File: src/rtl/nd_array_assembler.sv
// nd_array_assembler: collects a stream of EW-bit elements into a packed
// [D2][D1][D0] array. There are two banks, so one array can fill while the
// other waits for the consumer. A frame whose I_last does not line up with
// its final element is dropped, and O_err pulses for one cycle.
module nd_array_assembler #(
  parameter int D2 = 3,
  parameter int D1 = 4,
  parameter int D0 = 6,
  parameter int EW = 1
) (
  input  logic                     CLK,
  input  logic                     ASYNCRESETN,
  input  logic                     I_valid,
  output logic                     I_ready,
  input  logic [EW-1:0]            I_data,
  input  logic                     I_last,
  output logic                     O_valid,
  input  logic                     O_ready,
  output logic [D2*D1*D0*EW-1:0]   O_data,
  output logic                     O_err
);

  localparam int unsigned NB = D2 * D1 * D0 * EW;
  localparam int unsigned W0 = (D0 > 1) ? $clog2(D0) : 1;
  localparam int unsigned W1 = (D1 > 1) ? $clog2(D1) : 1;
  localparam int unsigned W2 = (D2 > 1) ? $clog2(D2) : 1;
  localparam int unsigned BW = (NB > 1) ? $clog2(NB) : 1;

  logic [W0-1:0] i0;
  logic [W1-1:0] i1;
  logic [W2-1:0] i2;
  logic          wb;
  logic          rb;
  logic [1:0]    full;
  logic [NB-1:0] bank [2];

  logic          accept;
  logic          last0;
  logic          last1;
  logic          last2;
  logic          at_final;
  logic          complete;
  logic          frame_err;
  logic          drain;
  logic [BW-1:0] widx;

  // Handshake, framing decode and the write bit offset of the current element
  always_comb begin
    I_ready   = !full[wb];
    O_valid   = full[rb];
    O_data    = bank[rb];
    accept    = I_valid && I_ready;
    last0     = (i0 == W0'(D0 - 1));
    last1     = (i1 == W1'(D1 - 1));
    last2     = (i2 == W2'(D2 - 1));
    at_final  = last0 && last1 && last2;
    complete  = accept && at_final && I_last;
    frame_err = accept && (at_final != I_last);
    drain     = O_valid && O_ready;
    widx      = BW'(((32'(i2) * 32'(D1) + 32'(i1)) * 32'(D0) + 32'(i0)) * 32'(EW));
  end

  // Row-major write index, i0 fastest. It returns to [0][0][0] at the end of
  // every frame, whether the frame completed or was dropped.
  always_ff @(posedge CLK or negedge ASYNCRESETN) begin
    if (!ASYNCRESETN) begin
      i0 <= '0;
      i1 <= '0;
      i2 <= '0;
    end else if (accept) begin
      if (complete || frame_err) begin
        i0 <= '0;
        i1 <= '0;
        i2 <= '0;
      end else if (last0) begin
        i0 <= '0;
        if (last1) begin
          i1 <= '0;
          i2 <= i2 + W2'(1);
        end else begin
          i1 <= i1 + W1'(1);
        end
      end else begin
        i0 <= i0 + W0'(1);
      end
    end
  end

  // Bank pointers and full flags. A completion and a drain can never target
  // the same bank in one cycle, so both updates can be applied independently.
  always_ff @(posedge CLK or negedge ASYNCRESETN) begin
    if (!ASYNCRESETN) begin
      wb   <= 1'b0;
      rb   <= 1'b0;
      full <= '0;
    end else begin
      if (complete) wb <= !wb;
      if (drain)    rb <= !rb;
      for (int unsigned b = 0; b < 2; b++) begin
        if (complete && (wb == 1'(b)))
          full[b] <= 1'b1;
        else if (drain && (rb == 1'(b)))
          full[b] <= 1'b0;
      end
    end
  end

  // Element storage. An early-I_last element is not stored; anything a
  // dropped frame leaves behind is overwritten before that bank is presented.
  always_ff @(posedge CLK or negedge ASYNCRESETN) begin
    if (!ASYNCRESETN) begin
      bank[0] <= '0;
      bank[1] <= '0;
    end else if (accept && !(I_last && !at_final)) begin
      bank[wb][widx +: EW] <= I_data;
    end
  end

  // Framing-error pulse, high for the cycle after the offending accept
  always_ff @(posedge CLK or negedge ASYNCRESETN) begin
    if (!ASYNCRESETN)
      O_err <= 1'b0;
    else
      O_err <= frame_err;
  end

endmodule

File: config.mk
export PLATFORM = sky130hd
export DESIGN_NAME = nd_array_assembler
export DESIGN_NICKNAME = d
export VERILOG_FILES = /design/src/rtl/nd_array_assembler.sv
export SDC_FILE = /design/constraint.sdc
export NUM_CORES = 1
export LEC_CHECK = 0
export CELL_PAD_IN_SITES_DETAIL_PLACEMENT = 1
export CELL_PAD_IN_SITES_GLOBAL_PLACEMENT = 2
export CORE_ASPECT_RATIO = 1.1
export CORE_MARGIN = 2
export CORE_UTILIZATION = 40
export CTS_BUF_LIST = sky130_fd_sc_hd__clkbuf_8
export CTS_CLUSTER_SIZE = 8
export DETAILED_ROUTE_END_ITERATION = 12
export PLACE_DENSITY_LB_ADDON = 0.1
export RECOVER_POWER = 50
export SLEW_MARGIN = 20
export SYNTH_ARGS = -nofsm -noshare
export SYNTH_HDL_FRONTEND = slang
export SYNTH_SLANG_ARGS = --single-unit
File: constraint.sdc
create_clock -name CLK -period 4.9 [get_ports CLK]
set_input_delay 0.98 -clock CLK [delete_from_list [all_inputs] [get_ports CLK]]
set_output_delay 0.98 -clock CLK [all_outputs]
set_load 0.005 [all_outputs]
==> results of run 1 <==
## cell usage after synthesis, types with 4 or more instances
| library cell | n |
|---|---|
| nand2_1 | 15 |
| or2_2 | 4 |
| nor3_1 | 16 |
| buf_1 | 5 |
| nand4b_1 | 4 |
| nand2b_1 | 4 |
| clkbuf_1 | 34 |
| ha_1 | 9 |
| xnor2_1 | 9 |
| nand4_1 | 52 |
| mux2_2 | 216 |
| a21o_1 | 5 |
| nor2b_1 | 4 |
| buf_2 | 13 |
| o21ai_0 | 7 |
| a21oi_1 | 7 |
| nor2_1 | 44 |
| nand3_1 | 94 |
| dfrtp_1 | 156 |
| inv_1 | 11 |
## critical path, stage by stage, from the launching register on
cell	delay, ns
dfrtp_1	1.34
buf_12	0.37
mux2_2	0.40
clkdlybuf4s50_1	0.46
## layer usage
| layer | vias up | wire [um] |
|---|---|---|
| li1 | 2937 | - |
| met1 | 3295 | 10400 |
| met2 | 122 | 12900 |
| met3 | 28 | 772 |
| met4 | 0 | 494 |
| met5 | - | 0 |
## flip-flops by register name, summed over array words and instances (netlist names)
register / count
i1: 2
rb: 1
O_err: 1
i2: 2
bank: 144
full: 2
i0: 3
wb: 1
## power groups by stage
stage               Clock, uW  Sequential (uW)  Combinational [uW]
finish                   1010             1540                1700
global route             1090             1560                1850
CTS                      1040             1540                1730
detailed placement          0             1570                1710
global placement            0             1550                1680
floorplan                   0             1530                1010
## how the worst max path moves through the flow
stage | from | endpoint | slack (ns) | cells after the start
6_report | rb | O_data[34] | 0.84 | 3
5_1_grt | i1[1] | bank[12] | 0.58 | 10
4_1_cts | i1[1] | bank[12] | 0.85 | 10
3_5_place_dp | i1[1] | bank[12] | 0.89 | 10
3_3_place_gp | i1[1] | bank[12] | 1.01 | 10
2_1_floorplan | i1[1] | bank[84] | 1.50 | 11
## per-stage QoR
step,setup WS (ns),total power (uW),util (%),cells,hold WS (ns)
3_5_place_dp,0.889,3280,45.8,1096,0.486
4_1_cts,0.850,4310,47.7,1128,0.510
5_1_grt,0.584,4500,47.6,1128,0.521
2_1_floorplan,1.50,2540,-,764,0.460
6_report,0.835,4250,47.6,1128,0.506
3_3_place_gp,1.01,3230,45.8,1096,0.469
## cell usage in the layout (no fill, tap or decap), types with 3 or more instances in the layout
cell type,count
dfrtp_1,156
dlygate4sd3_1,23
a21o_1,5
clkbuf_8,17
or2_2,4
nor3_1,15
ha_1,9
clkdlybuf4s50_1,55
nand2b_1,4
nor3_2,3
inv_8,6
nand4_1,52
a21oi_1,7
nand4b_1,4
nand3_1,94
a22oi_1,3
mux2_1,4
o21ai_0,7
inv_1,11
mux2_2,213
or3_1,3
nor2_1,44
xnor2_1,9
a22o_1,3
nor2b_1,4
nand2_1,15
inv_6,6
buf_4,16
nand3b_1,3
## cell type report
cell class / count / area, um2 / share of cell area [%]
clock buffers: 17 / 234 / 2.31
clock inverters: 15 / 171 / 1.70
inverters: 11 / 41.3 / 0.408
multi-input cells: 541 / 4460 / 44.1
flip-flops and latches: 156 / 3900 / 38.6
well taps: 290 / 363 / 3.59
repair buffers: 98 / 940 / 9.29
## cell families after synthesis
group | after synthesis | share of synthesized area, %
AOI/OAI and AO/OA | 40 | 3.31
DFF | 156 | 45.3
and+or+nand+nor | 260 | 16.5
xor gates and xnor gates | 12 | 1.47
adders and majority gates | 11 | 1.77
muxes | 218 | 28.4
buffers and inverters | 67 | 3.29
==> impl_results.md, run 1 <==
- Vias in the first global route: 6990
- Clock Latency Late Sink: 0.46 ns
- Final hold vios: 0
- DP HPWL: 16.9 mm
- Slew @ Worst Pin: about 2.4 ns
- Via count: ~6400
- Synth top area share: a little under half
- Final Wtd Congestion: just over 0.8
- Initial antenna violation count: 0
- Remaining DRCs: 0
- Fillers: 2260
- Top-Level Pins: 81
- CTS root buffer: clkbuf_8
- Post-Syn Area per Cell: about 11 um2
- Vias per cell: 5.66
- Final setup viols: 0
- CTS HTree Levels: 4
- HP Start: bank[94]
- EDFF count, synth: 0
- Sequential power share: 36.2%
- Critical Path AT: 3.08 ns
- Hold Buf Count CTS: 0
- Hold depth: 1
- Initial DRC count: 233
- VDD IR-drop max: 181 uV
- Per-cell routed wire length: roughly 22 um
- Clock sinks: 156
- Launch point of the worst reg-to-reg path: i1[1]
- Yosys reg bits: about 160
- Met1 usage: 27.7%
- Initial Util: 40.6%
- Core Footprint: around 21000 um2
- Fin nets: 842
- Cell count after synthesis: 764
- Top_reg_cell synth: dfrtp_1
- Router iterations before antenna repair: 4
- Placed Area: just under 10000 um2
- CP Capture Type: primary output
- Num rows: 56
- Crit Path Max Fanout: 47
- Switching power: 1670 uW
- Die Ht: 158 um
- Fin crit share: 82.9%
- Largest net degree at the start of global routing: 103
- Num CTS Buffers: 17
- N_diodes: 0
- RSZ-0062 raised after global routing: no
- Worst-path clk slew: 0.10 ns
- Reg2reg setup slack: roughly 0.85 ns
- Unique masters post-synth: 57
- Worst R2R End: bank[12]
- Power per cell area: 421 nW/um2
- Number of setup buffers added after CTS: 0
- All-Layer GR Usage: approximately 23%
- Outcome: complete, but fails checks
- Area leader, netlist: dfrtp_1
- Area of the die: 22800 um2
- Port Buffer Count: 80
- Minimum clock period: between 4 and 5 ns
- Logic gate share of total power: 40.1%
- Clock tree buffer depth: 2
- Post-route cell area: 10100 um2
- Setup CP Type: reg2out
- Chip width: between 100 and 150 um
- CTS tree: yes
- FFs w/ async S/R, synth: 100%
- Hold EP: bank[94]
- Grt total ovfl: 0
- Startpoint types: flop
- Switching share of total power: between 30% and 40%
- Int Pwr: 2580 uW
- Syn_nets: 781
- Slew Limit Fails: 87
- Post-CTS sizing: 0
- Tightest Hold Check Type: reg2reg
- Wirelength, routed: ~25 mm
- Cell Area, Synth: 8630 um2
- Maxcap violations: 2
- Reg2Reg Depth: 10
- Most Crowded Layer GR: met2
- Layout cells sized above 1: 33.5%
- Fmax: between 200 and 250 MHz
- First-pass GRT wire length: 39.4 mm
- Yosys warns: 0
- Global-route met3 utilization: 4.05%
- Lkg Pwr: 0.00455 uW
- CP required: between 3 and 4 ns
- Slew headroom: -61.2%
- Failing checks: capacitance limit, slew limit
- Largest cells by area after synthesis: dfrtp_1 (45%), mux2_2 (28%), nand3_1 (5.5%), nand4_1 (3.8%), nor2_1 (1.9%)
- Clk_skew: 0.0109 ns
- Setup TNS Final: 0 ns
- Post-DRT Antenna Nets: 0
- Seq/Total Area, Yosys: 45.3%
- Clock power share: about a quarter
- Met2 Use GR: 40.7%
- P&R area growth vs syn: 17.2%
Power figures use the tool's default switching activity.
==> run 2, diff against run 1 <==
==> constraint.sdc (replaced) <==
create_clock -name CLK -period 4 [get_ports CLK]
set_input_delay 0.8 -clock CLK [delete_from_list [all_inputs] [get_ports CLK]]
set_output_delay 0.8 -clock CLK [all_outputs]
set_load 0.005 [all_outputs]
==> impl_results.md, run 2 (same netlist as run 1, synthesis figures left out) <==
- Fin crit share: 94.5%
- Wirelength, routed: 24.5 mm
- Commonest non-fill, non-tap cell in the layout: mux2_2
- Layout cells sized above 1: 35.6%
- CP Capture Type: flop
- DP HPWL: 16.9 mm
- Multi-input gate area: 4480 um2
- Chip width: 144 um
- All-Layer GR Usage: between 20% and 30%
- Slew @ Worst Pin: 2.53 ns
- Core Footprint: 21200 um2
- Slew Limit Fails: 98
- Worst-path clk slew: ~0.090 ns
- Grt total ovfl: 0
- Initial DRC count: 332
- Clock tree buffer depth: 2
- Clk_skew: 0.0174 ns
- Vias in the first global route: ~7000
- Initial Util: ~40%
- N_diodes: 0
- Final Wtd Congestion: between 0.8 and 0.9
- Fin nets: 860
- Max incr delay on CP: 0.50 ns
- CTS tree: yes
- Post-DRT Antenna Nets: 0
- Num CTS Buffers: 17
- VDD IR-drop max: 230 uV
- Maxcap violations: 1
- Area of the die: about 23000 um2
- Lkg Pwr: 0.00464 uW
- Leading registers by flop count: bank: 144 flops, i0: 3 flops
- Fillers: 2279
- Port Buffer Count: 80
- Initial antenna violation count: 0
- RSZ-0062 raised after global routing: no
- Via count: 6436
- Power per cell area: 516 nW/um2
- Top-Level Pins: a little over 80
- Storage element area: 3910 um2
- Setup TNS Final: 0 ns
- Outcome: complete, but fails checks
- Remaining DRCs: 0
- Setup CP Type: reg2reg
- CP Buf/Inv Count: 1
- CP top delay family: simple AND/OR/NAND/NOR gates
- CP required: around 4.3 ns
- Critical Path AT: approximately 4.1 ns
- CP max stage cell: fa_1
- Critical path cell sequence: ha_1 > inv_1 > fa_1 > xnor2_1 > nor2_2 > o41ai_1 > a21oi_2 > or2_2 > nor4b_1 > mux2_2
- CTS root buffer: clkbuf_8
- First-pass GRT wire length: 40.1 mm
- Failing checks: capacitance limit, slew limit
- Die Ht: 158 um
- Fmax: 265 MHz
- Top reg by flops: bank
- Final hold vios: 0
- Tightest Hold Check Type: reg2reg
- Hold WS: 0.507 ns
- Commonest cells after routing, fill and taps aside: mux2_2 (214), dfrtp_1 (155), nand3_1 (94)
- Per-cell routed wire length: ~21 um
- Number of flip-flops under the largest register name: 144
- Startpoint types: flop
- P&R area growth vs syn: 19.2%
- Final setup viols: 0
- Num rows: 56
- Clock Latency Late Sink: 0.45 ns
- Clock sinks: 156
- Largest net degree at the start of global routing: 98
- Minimum clock period: 3.78 ns
- Crit Path Max Fanout: 6
- Slew headroom: -68.8%
- Vias per cell: roughly 5.6
- Router iterations before antenna repair: 4
- Total power: 5310 uW
- CTS HTree Levels: 4
==> run 2: final timing paths <==
| kind | startpoint | end | slack (ns) | cells past startpoint |
|---|---|---|---|---|
| min | bank[37] | bank[37] | 0.51 | 1 |
| max in group asynchronous | ASYNCRESETN | bank[53] | 0.83 | 2 |
| min reg2reg | bank[37] | bank[37] | 0.51 | 1 |
| max | i1[1] | bank[84] | 0.22 | 10 |
| min in group asynchronous | ASYNCRESETN | O_err | 1.07 | 1 |
| max reg2reg | i1[1] | bank[84] | 0.22 | 10 |
==> run 2: power by group <==
part | total, uW | switching, uW | internal (uW)
logic | 2230 | 1260 | 974
clock network | 1200 | 687 | 514
registers | 1880 | 103 | 1770
total | 5310 | 2050 | 3260
==> run 2: metrics by stage <==
stage | setup slack (ns) | cell area [um2] | util, % | instances
6_report | 0.220 | 10300 | 48.4 | 1146
5_1_grt | 0.0112 | 10300 | 48.4 | 1146
4_1_cts | 0.104 | 10300 | 48.6 | 1146
3_5_place_dp | 0.177 | 9920 | 46.7 | 1114
3_3_place_gp | 0.333 | 9920 | 46.7 | 1114
2_1_floorplan | 0.605 | 8630 | - | 764
==> run 2: repair_timing <==
action | in CTS | in global routing
hold buffers | 0 | 0
gates resized for setup | 0 | 2
endpoints found under the setup margin | 0 | 34
setup buffers | 0 | 0
==> run 2: cell type report <==
| type | count | share of cell area, % |
|---|---|---|
| Sequential cell | 156 | 38.0 |
| Clock buffer | 17 | 2.27 |
| Tap cell | 290 | 3.53 |
| Multi-Input combinational cell | 541 | 43.5 |
| Timing Repair Buffer | 116 | 10.8 |
| Clock inverter | 15 | 1.50 |
| Inverter | 11 | 0.401 |
==> run 2: per-layer routing <==
layer  global-route usage, %  up-vias  share of wire (%)  wire, um
met4                    6.77        0                2.1       515
met3                    3.24       27                2.1       519
met1                    29.5     3350                 45     11000
li1                        -     2967                  -         -
met5                       0        -                  0         0
met2                    40.4       92                 51     12400
==> run 3, diff against run 2 <==
--- a/config.mk
+++ b/config.mk
@@ -8,13 +8,13 @@
 export CELL_PAD_IN_SITES_DETAIL_PLACEMENT = 1
 export CELL_PAD_IN_SITES_GLOBAL_PLACEMENT = 2
 export CORE_ASPECT_RATIO = 1.1
-export CORE_MARGIN = 2
 export CORE_UTILIZATION = 40
 export CTS_BUF_LIST = sky130_fd_sc_hd__clkbuf_8
 export CTS_CLUSTER_SIZE = 8
 export DETAILED_ROUTE_END_ITERATION = 12
 export PLACE_DENSITY_LB_ADDON = 0.1
 export RECOVER_POWER = 50
+export SETUP_SLACK_MARGIN = 0.2
 export SLEW_MARGIN = 20
 export SYNTH_ARGS = -nofsm -noshare
 export SYNTH_HDL_FRONTEND = slang
==> impl_results.md, run 3 (same netlist as run 1, synthesis figures left out) <==
- Leading registers by flop count: bank: 144 flops, i0: 3 flops
- Num CTS Buffers: 17
- DR WL met2: 13.1 mm
- Power per cell area: 517 nW/um2
- RSZ-0062 raised after global routing: yes
- Fillers: 2250
- Post-DRT Antenna Nets: 0
- Hold depth: 1
- Commonest non-fill, non-tap cell in the layout: mux2_2
- Core Footprint: 20900 um2
- Clk_skew: 0.0212 ns
- Top Metal Used: met4
- Top-Level Pins: 81
- Port Buffer Count: 80
- Commonest cells after routing, fill and taps aside: mux2_2 (214), dfrtp_1 (155), nand3_1 (94)
- Outcome: complete, but fails checks
- Setup CP Type: reg2reg
- First-pass GRT wire length: 40.6 mm
- Post-route cell area: ~10000 um2
- Placed Area: 9830 um2
- Area of the die: between 20000 and 25000 um2
- Worst R2R End: bank[52]
- Num rows: 55
- Pre-CTS setup slack: between 0.15 and 0.2 ns
- M1 WL: 10.6 mm
- Reg2Reg Depth: 11
- Number of flip-flops under the largest register name: about 140
- Minimum clock period: 3.61 ns
- Placed Cells: 1104
- Setup TNS Final: 0 ns
- Worst-path clk slew: 0.11 ns
- P&R area growth vs syn: 19.1%
- Hold EP: bank[76]
- All-Layer GR Usage: about a quarter
- Hold Buf Count CTS: 0
- Clock Latency Late Sink: 0.49 ns
- DP HPWL: 17.3 mm
- Fin nets: 857
- Layout cells sized above 1: 36.2%
- WL met3: ~980 um
- Initial DRC count: about 260
- Slew Limit Fails: 99
- CP Capture Type: flop
- Failing checks: capacitance limit, slew limit
- Final setup viols: 0
- CTS root buffer: clkbuf_8
- Maxcap violations: 1
- Reg2reg setup slack: 0.39 ns
- Hold WS: 0.510 ns
- HP Start: bank[76]
- Final setup margin: 0.395 ns
- Chip width: around 140 um
- Grt total ovfl: 0
- Initial Util: 41.4%
- Launch point of the worst reg-to-reg path: i1[1]
- N_diodes: 0
- Startpoint types: flop
- Critical Path AT: 3.98 ns
- Clock tree buffer depth: 2
- Lkg Pwr: 0.00464 uW
- Vias in the first global route: 7132
- Via count: about 6500
- Initial antenna violation count: 0
- Die Ht: 156 um
- Per-cell routed wire length: 22.4 um
- Top reg by flops: bank
- Router iterations before antenna repair: 5
- CTS tree: yes
- Final Wtd Congestion: approximately 0.82
- Final hold vios: 0
- Post-Layout Cell Count: 1138
- Tightest Hold Check Type: reg2reg
- CP required: 4.37 ns
- Clock sinks: 156
- CTS HTree Levels: 4
- Slew headroom: -69.1%
- VDD IR-drop max: between 200 and 250 uV
- Vias per cell: 5.69
- Crit Path Max Fanout: 7
- Remaining DRCs: 0
- Slew @ Worst Pin: 2.54 ns
- Largest net degree at the start of global routing: 99
- Wirelength, routed: between 20 and 30 mm
- Fin crit share: 90.1%
- Fmax: around 280 MHz
## run 3: stage by stage
stage	utilization [%]	total power, uW
floorplan	-	3110
global placement	47.1	4080
detailed placement	47.1	4120
CTS	49.0	5330
global route	49.3	5600
finish	49.3	5310
## run 3: how the worst max path moves through the flow
stage	depth (start not counted)	slack (ns)	startpoint	to
after detailed placement	10	0.19	i1[0]	bank[135]
after global routing	11	0.17	i1[1]	bank[34]
after global placement	10	0.22	i1[1]	bank[135]
after floorplan	11	0.60	i1[1]	bank[84]
after CTS	12	0.20	i1[1]	bank[135]
final	11	0.39	i1[1]	bank[52]
## run 3: repair_timing
action,in CTS,in global routing
gates resized for setup,1,12
setup buffers,0,2
endpoints found under the setup margin,9,144
pin swaps,0,1
cloned,0,0
## run 3: routing by layer
metal  track usage (%)  vias up
met5                 0        -
li1                  -     2963
met3              3.50       46
met4              10.9        0
met1              29.8     3322
met2              42.8      139
## run 3: cell type report
type                            count  area (um2)  area share, %
Clock buffer                       19         262           2.55
Tap cell                          285         357           3.47
Sequential cell                   156        3910           38.0
Clock inverter                     13         125           1.22
Inverter                           11        41.3          0.402
Timing Repair Buffer              113        1070           10.4
Multi-Input combinational cell    541        4520           44.0
## run 3: power by group
| part | internal [uW] | switching, uW |
|---|---|---|
| clock | 489 | 700 |
| combinational | 947 | 1290 |
| sequential | 1770 | 106 |
| total | 3210 | 2100 |
## run 3: worst max-delay path, cell delays in order (launching register included)
cell and delay [ns]:
dfrtp_1 0.47, ha_1 0.34, inv_1 0.07, fa_1 0.62, nand2_1 0.16, nor2_2 0.15, buf_4 0.17, xnor3_1 0.35
nand2b_1 0.22, nor2_1 0.45, nand4_1 0.19, mux2_2 0.30
